===== src/rtl/ppu_dot_timing.sv =====
// NTSC PPU raster timing: dot/scanline counter advanced on each PPU enable,
// with visible decode, vblank/NMI generation and line/frame strobes.
module ppu_dot_timing #(
  parameter int DOTS_PER_LINE   = 341,
  parameter int LINES_PER_FRAME = 262,
  parameter int VISIBLE_DOTS    = 256,
  parameter int VISIBLE_LINES   = 240,
  parameter int VBLANK_LINE     = 241,
  parameter int ODD_SKIP_EN     = 1
) (
  input  logic       i_clk_mst,
  input  logic       i_rst_mst_n,
  input  logic       i_clk_en_ppu,
  input  logic       i_rendering_en,
  input  logic       i_nmi_en,
  input  logic       i_status_rd,
  output logic [8:0] o_dot,
  output logic [8:0] o_scanline,
  output logic       o_visible,
  output logic       o_vblank_flag,
  output logic       o_nmi_n,
  output logic       o_frame_odd,
  output logic       o_line_start,
  output logic       o_frame_start
);
  localparam logic [8:0] NDOTS     = 9'(DOTS_PER_LINE);
  localparam logic [8:0] NLINES    = 9'(LINES_PER_FRAME);
  localparam logic [8:0] LAST_DOT  = 9'(DOTS_PER_LINE - 1);
  localparam logic [8:0] SKIP_DOT  = 9'(DOTS_PER_LINE - 2);
  localparam logic [8:0] PRE_LINE  = 9'(LINES_PER_FRAME - 1);
  localparam logic [8:0] VIS_DOTS  = 9'(VISIBLE_DOTS);
  localparam logic [8:0] VIS_LINES = 9'(VISIBLE_LINES);
  localparam logic [8:0] VBL_LINE  = 9'(VBLANK_LINE);

  logic [8:0] r_dot, r_line;
  logic       r_odd, r_vbl, r_nmi_n, r_vis, r_ls, r_fs;
  logic [8:0] w_nxt_dot, w_nxt_line;
  logic       w_skip, w_wrap, w_vis_nxt, w_set, w_clr;

  assign w_skip = (ODD_SKIP_EN != 0) && r_odd && i_rendering_en &&
                  (r_line == PRE_LINE) && (r_dot == SKIP_DOT);

  // Out-of-range positions fall back to the frame origin.
  always_comb begin
    w_nxt_dot  = r_dot + 9'd1;
    w_nxt_line = r_line;
    if (r_dot >= NDOTS || r_line >= NLINES || w_skip) begin
      w_nxt_dot  = 9'd0;
      w_nxt_line = 9'd0;
    end else if (r_dot == LAST_DOT) begin
      w_nxt_dot  = 9'd0;
      w_nxt_line = (r_line == PRE_LINE) ? 9'd0 : r_line + 9'd1;
    end
  end

  assign w_wrap    = (w_nxt_dot == 9'd0) && (w_nxt_line == 9'd0);
  assign w_vis_nxt = (w_nxt_line < VIS_LINES) && (w_nxt_dot != 9'd0) &&
                     (w_nxt_dot <= VIS_DOTS);
  assign w_set     = i_clk_en_ppu && (r_line == VBL_LINE) && (r_dot == 9'd0);
  assign w_clr     = i_clk_en_ppu && (r_line == PRE_LINE) && (r_dot == 9'd0);

  always_ff @(posedge i_clk_mst) begin
    if (!i_rst_mst_n) begin
      r_dot   <= 9'd0;
      r_line  <= 9'd0;
      r_odd   <= 1'b0;
      r_vbl   <= 1'b0;
      r_nmi_n <= 1'b1;
      r_vis   <= 1'b0;
      r_ls    <= 1'b0;
      r_fs    <= 1'b0;
    end else begin
      r_nmi_n <= ~(r_vbl & i_nmi_en);
      r_ls    <= 1'b0;
      r_fs    <= 1'b0;
      if (i_clk_en_ppu) begin
        r_dot  <= w_nxt_dot;
        r_line <= w_nxt_line;
        r_vis  <= w_vis_nxt;
        r_ls   <= (w_nxt_dot == 9'd0);
        r_fs   <= w_wrap;
        if (w_wrap) r_odd <= ~r_odd;
      end
      // A status read on the set tick wins, so the flag misses this frame.
      if (i_status_rd)  r_vbl <= 1'b0;
      else if (w_clr)   r_vbl <= 1'b0;
      else if (w_set)   r_vbl <= 1'b1;
    end
  end

  assign o_dot         = r_dot;
  assign o_scanline    = r_line;
  assign o_visible     = r_vis;
  assign o_vblank_flag = r_vbl;
  assign o_nmi_n       = r_nmi_n;
  assign o_frame_odd   = r_odd;
  assign o_line_start  = r_ls;
  assign o_frame_start = r_fs;
endmodule


===== config.mk =====
export PLATFORM = sky130hd
export DESIGN_NAME = ppu_dot_timing
export DESIGN_NICKNAME = d
export VERILOG_FILES = /design/src/rtl/ppu_dot_timing.sv
export SDC_FILE = /design/constraint.sdc
export NUM_CORES = 1
export LEC_CHECK = 0
export CELL_PAD_IN_SITES_DETAIL_PLACEMENT = 0
export CELL_PAD_IN_SITES_GLOBAL_PLACEMENT = 1
export CORE_MARGIN = 3
export CORE_UTILIZATION = 41
export CTS_CLUSTER_DIAMETER = 200
export CTS_CLUSTER_SIZE = 28
export DETAILED_ROUTE_END_ITERATION = 8
export GPL_TIMING_DRIVEN = 0
export HOLD_SLACK_MARGIN = 0.1
export PLACE_DENSITY_LB_ADDON = 0.1
export REMOVE_ABC_BUFFERS = 1
export SLEW_MARGIN = 20
export SYNTH_ARGS = -nofsm -noshare
export SYNTH_HDL_FRONTEND = slang
export SYNTH_SLANG_ARGS = --single-unit

===== constraint.sdc =====
create_clock -name i_clk_mst -period 6.1 [get_ports i_clk_mst]
set_clock_uncertainty 0.1 [all_clocks]
set_input_delay 1.525 -clock i_clk_mst [delete_from_list [all_inputs] [get_ports i_clk_mst]]
set_output_delay 1.525 -clock i_clk_mst [all_outputs]
set_load 0.05 [all_outputs]

Word level (Yosys, flattened, before mapping)
Index checks and enable logic that the tools add are counted.

word-level totals
  flip-flop bits (word level) = 24
  output and inout bits = 24

operators by class
  reduce and logical (&&, ||, !) cells = 19
  $lt $le $gt $ge = 4
  muxes and demuxes = 5
  $add $sub $neg = 2
  eq/ne operators = 4
  bitwise gates (word level) = 4

operators by type and width
  cell                                                                          number
  9-bit two-way mux                                                             5
  9-bit == test, second input constant                                          3
  9-bit zero test                                                               3
  9-bit by 1-bit adder with 9-bit output, second input constant                 2
  9-bit greater-or-equal comparator, second input constant                      2
  1-bit logical AND                                                             10
  9-bit by 8-bit == test with 1-bit output, second input constant               1
  9-bit less-or-equal comparator, second input constant                         1
  9-bit by 8-bit less-than comparator with 1-bit output, second input constant  1
  9-bit nonzero test                                                            1
  2-bit AND reduction                                                           2
  1-bit NOT                                                                     3
  3-bit OR reduction                                                            1
  1-bit logical OR                                                              2
  1-bit AND                                                                     1

Depth between registers and ports, before layout
Gate-level depths: netlist (run 1).

  word-level depth = 8
  depth in mapped cells = 11

Worst setup path before layout (run 1)
OpenSTA, ideal clock, no wires.

  path kind = input to register
  start point = input port i_rendering_en
  end point = register r_odd (netlist: o_frame_odd)
  arrival time = 2.933 ns
  path buffers = 0
  data required time = 5.885 ns
  slack = 2.953 ns
  setup time = 0.115 ns
  stages on the path = 7
  path through = and4b_1 nand4_1 a211oi_1 nor3_2 a21boi_0 a21oi_1 o21a_1

between the ends
  word-level cells in the longest chain between the ends = 8
  elaborated cells between the ends (all ways) = 10
  those cells by class = mux (2); reduce/logical (8)

RTL lines
  item                              line  source
  from (decl)                       14    input logic i_rendering_en,
  1-bit logical AND * (2 in a row)  40    assign w_skip = (ODD_SKIP_EN != 0) && r_odd && i_rendering_en &&
  1-bit logical AND *               41    (r_line == PRE_LINE) && (r_dot == SKIP_DOT);
  1-bit logical OR *                47    if (r_dot >= NDOTS || r_line >= NLINES || w_skip) begin
  9-bit two-way mux                 47
  9-bit zero test                   56    assign w_wrap = (w_nxt_dot == 9'd0) && (w_nxt_line == 9'd0);
  1-bit logical AND *               56
  2-bit AND reduction (no line) *   n/a
  to (signal assigned)              82    if (w_wrap) r_odd <= ~r_odd;
  to (decl)                         36    logic r_odd, r_vbl, r_nmi_n, r_vis, r_ls, r_fs;

Every way passes the cells marked *; elsewhere a longest branch is shown, timed or not.
A chain may end at the register's enable or synchronous reset.

Worst setup path after layout (run 1)
Ends and elaborated chain as after synthesis.

==> results of run 1 <==
==> stage by stage <==
stage / setup WS [ns] / std cells / total power, mW / cell area, um2 / hold slack [ns]
finish: 2.448 / 294 / 0.3088 / 2054 / 0.3244
global route: 2.210 / 294 / 0.3230 / 2054 / 0.3461
CTS: 2.433 / 294 / 0.3140 / 2059 / 0.3343
detailed placement: 2.162 / 290 / 0.2026 / 2004 / 0.3141
global placement: 2.184 / 290 / 0.2026 / 2004 / 0.3066
floorplan: 2.951 / 211 / 0.1862 / 1652 / 0.5157
==> registers in the layout, summed over array words and instances (netlist names) <==
signal / flops
o_frame_odd: 1
o_scanline: 9
o_frame_start: 1
o_nmi_n: 1
o_line_start: 1
o_vblank_flag: 1
o_dot: 9
o_visible: 1
==> critical path, stage by stage <==
cell and delay (ns):
clkdlybuf4s50_1 0.45, and4b_1 0.20, nand4_1 0.10, a211oi_1 0.55, nor3_2 0.20, a21boi_0 0.37, a21oi_1 0.12, o21a_1 0.20
==> synthesized netlist by cell type (all sizes together), types with 4 or more instances <==
master,n,area share [%]
nand2,28,6.0
dfxtp,24,28
clkbuf,16,3.4
a21boi,14,6.0
nand3,12,3.4
nor2,12,2.6
nor3,12,4.0
o21a,10,4.3
o21ai,10,2.9
and3,8,2.9
nand4,8,2.9
inv,7,1.5
xnor2,7,3.5
ha,6,4.3
or3,5,1.8
a21oi,4,1.1
==> power breakdown <==
group / total, mW / switching (mW) / internal (mW)
Combinational: 0.0368 / 0.0226 / 0.0143
Clock: 0.111 / 0.0531 / 0.0576
Sequential: 0.161 / 0.00242 / 0.159
Total: 0.309 / 0.0780 / 0.231
==> worst max-delay path by stage <==
stage / from / slack (ns) / end / cells past startpoint
global placement: i_rendering_en / 2.18 / o_frame_odd / 8
CTS: i_rendering_en / 2.43 / o_frame_odd / 8
global route: i_rendering_en / 2.21 / o_frame_odd / 8
floorplan: i_rendering_en / 2.95 / o_frame_odd / 7
finish: i_rendering_en / 2.45 / o_frame_odd / 8
detailed placement: i_rendering_en / 2.16 / o_frame_odd / 8
==> area by class of cell <==
cell class                      instances  area (um2)  area share [%]
Sequential cell                        24       480.5           23.39
Multi-Input combinational cell        180        1145           55.72
Clock buffer                            4       55.05           2.680
Tap cell                               50       62.56           3.045
Inverter                                7       26.28           1.279
Timing Repair Buffer                   29       285.3           13.89
==> cells by family (layout without fill, tap and decap cells) <==
group	after synthesis	in the layout
multiplexers	2	2
XOR/XNOR	10	10
buffers and inverters	26	40
AO/OA/AOI/OAI	53	53
flip-flops	24	24
AND/OR/NAND/NOR	109	109
adder cells (fa/ha/maj)	6	6
==> per-layer routing <==
metal  global-route usage, %  vias to the layer above  share of wire, %
met5                       0                        -                 0
met3                   2.525                        6               3.0
li1                        -                      858                 -
met2                   28.57                       36                46
met4                   4.384                        0               1.3
met1                   26.00                      794                50
==> run metrics, run 1 <==
capture point of the worst reg-to-reg path=o_frame_odd; post-synthesis cell type count=43; VDD IR max=a little under 0.00006 V; crit end category=register; routed wire length=4393 um; GRT Resource Usage Total=between 10% and 20%; post-layout minimum cycle time=3.652 ns; Core Rows=23; cts bufs inserted=3; largest family of logic cells by synthesized area=simple AND/OR/NAND/NOR gates; CP Data Required Time=6.16 ns; gpl congestion=0.8205; startpoint types=input port; vias post-DR=1,694; Top FF cell, synth=dfxtp_1; Buffers on Ports=29; status=finished clean; synthesized flop and latch total=24; Synth Area in Compound Gates=20.79%; Worst Hold Class=reg -> reg; most frequent cells in the layout=28 x nand2_1, 28 x clkdlybuf4s50_1, 24 x dfxtp_1; clock sinks=24; largest net degree at the start of global routing=33; htree depth=1; Resized Gates After CTS=0; dpl hpwl=3054 um; Routed Antenna Nets=0; DR vias/cell=about 5.8; setup bufs post-CTS=0; initial antenna violation count=0; cell leakage power=0.7197 nW; Clock Latency Late Sink=about 0.27 ns; fin. max-slew vios=0; fmax=about 0.27 GHz; Synth Area in XOR/XNOR=5.018%; multiplexer area fraction after synthesis=1.147%; setup slack, reg-to-reg=roughly 3.2 ns; Post-synth EDFFs=0; Final period util=59.87%; crit path kind=in -> reg; DRC Markers=0; Worst Hold Launch=o_vblank_flag; Post-Syn Instances=230; Mean Syn Cell Area=7.589 um2; die width=71.25 um; post-synthesis sequential area ratio=27.53%; Layout Utilization=approximately 50%; clk buf depth=2; hold path endpoint=o_nmi_n; Ant. Diodes=0; Synth Area in Simple Gates=34.34%; Die H=71.25 um; Worst Tran Pin Value=about 0.85 ns; first-pass GRT wire length=7610 um; RSZ-0062 raised after global routing=no; core area=slightly above 4000 um2; Hold Path Stages=1; reg2reg path depth=9; TNS Setup=0 ns; ys async rst share=0%; Clk pin slew, worst setup/hold paths=0.09 ns; WP data arrival=3.71 ns; drt pass-1 iters=4; pwr dens=about 150 nW/um2; max_cap viols=0; Hold Buf Count CTS=0; final setup fails=0; Avg WL per Cell=14.94 um; synthesized area=1745 um2; worst-path fanout max=7; Max-Slew Margin vs Limit=a little over two fifths; root buffer cell=clkbuf_8; P&R area growth vs syn=17.71%; layout cell share with drive strength beyond 1=4.508%; nets=257; number of hold violations in the final report=0; gr ovfl total=0; CTS tree=built; Post-Synth Adder-Cell Area=4.301%; Synthesis Warnings=0; DR iter-0 viols=roughly 130; fill count=420; I/O pin count=30; die footprint=5076 um2; Worst R2R Start=o_dot[0]; vias in the first global route=1,604; Initial Util=between 40 and 50%
(Power assumes the default switching activity.)
==> run 2, diff against run 1 <==
--- a/config.mk
+++ b/config.mk
@@ -8,7 +8,7 @@
 export CELL_PAD_IN_SITES_DETAIL_PLACEMENT = 0
 export CELL_PAD_IN_SITES_GLOBAL_PLACEMENT = 1
 export CORE_MARGIN = 3
-export CORE_UTILIZATION = 41
+export CORE_UTILIZATION = 38
 export CTS_CLUSTER_DIAMETER = 200
 export CTS_CLUSTER_SIZE = 28
 export DETAILED_ROUTE_END_ITERATION = 8
==> constraint.sdc (replaced) <==
create_clock -name i_clk_mst -period 3.7 [get_ports i_clk_mst]
set_clock_uncertainty 0.1 [all_clocks]
set_input_delay 0.925 -clock i_clk_mst [delete_from_list [all_inputs] [get_ports i_clk_mst]]
set_output_delay 0.925 -clock i_clk_mst [all_outputs]
set_load 0.05 [all_outputs]
==> run 2 against run 1 <==
  * Flip-flop and latch count stayed put
  * Clock power is 62% higher
  * Worst hold slack better by 0.0048 ns
  * Routed wire length is 1.5% higher
  * Cell count is 0.68% higher
  * Combinational power is 65% higher
  * Critical endpoint unchanged
  * Cell area is 0.12% higher
  * Sequential power is 65% higher
  * Setup slack worse by 1.8 ns
==> run metrics, run 2 (synthesis gave the netlist of run 1 again) <==
GRT Resource Usage Total=17.91%; crit end category=register; nets=257; Routed Antenna Nets=0; vias post-DR=between 1,500 and 2,000; Final Total Pwr=507.2 uW; Worst Tran Pin Value=0.8823 ns; layout cell share with drive strength beyond 1=4.508%; die width=between 70 and 80 um; startpoint types=input port; Clock Latency Late Sink=about 0.27 ns; Max-Slew Margin vs Limit=40.99%; gpl congestion=a little under 0.8; CTS tree=built; crit path kind=in -> reg; Final period util=82.95%; max_cap viols=0; I/O pin count=30; DP Worst Slack=0.3495 ns; DRC Markers=0; die footprint=5443 um2; Resized Gates After CTS=0; largest net degree at the start of global routing=33; storage element area=480.5 um2; initial antenna violation count=0; post-layout minimum cycle time=3.069 ns; root buffer cell=clkbuf_8; Layout Utilization=between 40% and 50%; cts bufs inserted=3; fin worst setup slack=0.6309 ns; Worst Hold Class=reg -> reg; setup bufs post-CTS=0; vias in the first global route=1,606; WP data arrival=between 3 and 4 ns; Hold Buf Count CTS=0; core area=4384 um2; drt pass-1 iters=4; footprint of the multi-input gates=roughly 1100 um2; cell leakage power=0.7197 nW; routed wire length=4457 um; pwr dens=246.6 nW/um2; Initial Util=39.81%; Clk pin slew, worst setup/hold paths=0.08 ns; final setup fails=0; fill count=between 400 and 500; reg2reg path depth=9; htree depth=1; clock sinks=24; DR vias/cell=5.625; CP Data Required Time=3.76 ns; gr ovfl total=0; first-pass GRT wire length=about 7700 um; P&R area growth vs syn=17.85%; VDD IR max=0.0001062 V; TNS Setup=0 ns; Die H=73.78 um; number of hold violations in the final report=0; Core Rows=24; fin. max-slew vios=0; clk buf depth=2; dpl hpwl=3129 um; RSZ-0062 raised after global routing=no; Buffers on Ports=29; Hold Path Stages=1; most frequent cells in the layout=28 x nand2_1, 28 x clkdlybuf4s50_1, 24 x dfxtp_1; Ant. Diodes=0; worst-path fanout max=7; fmax=0.3258 GHz; status=finished clean; DR iter-0 viols=~160; Avg WL per Cell=15.06 um
[run 2: metrics by stage]
stage / area (um2) / hold WS (ns) / cells
after floorplan: 1652 / 0.5157 / 211
after global placement: 2007 / 0.3110 / 292
after detailed placement: 2007 / 0.3093 / 292
after CTS: 2062 / 0.3340 / 296
after global routing: 2057 / 0.3542 / 296
final: 2057 / 0.3292 / 296
[run 2: final timing paths]
check,start,to,slack [ns]
worst min register to register,o_vblank_flag,o_nmi_n,0.33
worst min-delay path,o_vblank_flag,o_nmi_n,0.33
worst max register to register,o_dot[0],o_frame_odd,0.74
worst max-delay path,i_rendering_en,o_frame_odd,0.63
[run 2: layout make-up]
type,instances,share of cell area [%]
Timing Repair Buffer,29,13.87
Clock buffer,4,2.676
Inverter,7,1.277
Tap cell,52,3.163
Multi-Input combinational cell,180,55.66
Sequential cell,24,23.36
[run 2: per-layer routing]
metal,wire length [um],global-route usage (%),vias up
met2,2066,28.25,28
met1,2222,25.80,773
met5,0,0,-
li1,-,-,858
met3,124,2.326,6
met4,44,4.024,0
[run 2: critical path, cell delays in order]
cell and delay [ns]:
clkdlybuf4s50_1 0.45, and4b_1 0.20, nand4_1 0.11, a211oi_1 0.55, nor3_2 0.19, a21boi_0 0.39, a21oi_1 0.12, o21a_1 0.19
[run 2: where the power goes]
group	leakage (nW)	switching, mW	internal [mW]
combinational	0.497	0.0371	0.0236
sequential	0.194	0.00398	0.262
clock	0.0288	0.0855	0.0950
total	0.720	0.127	0.381
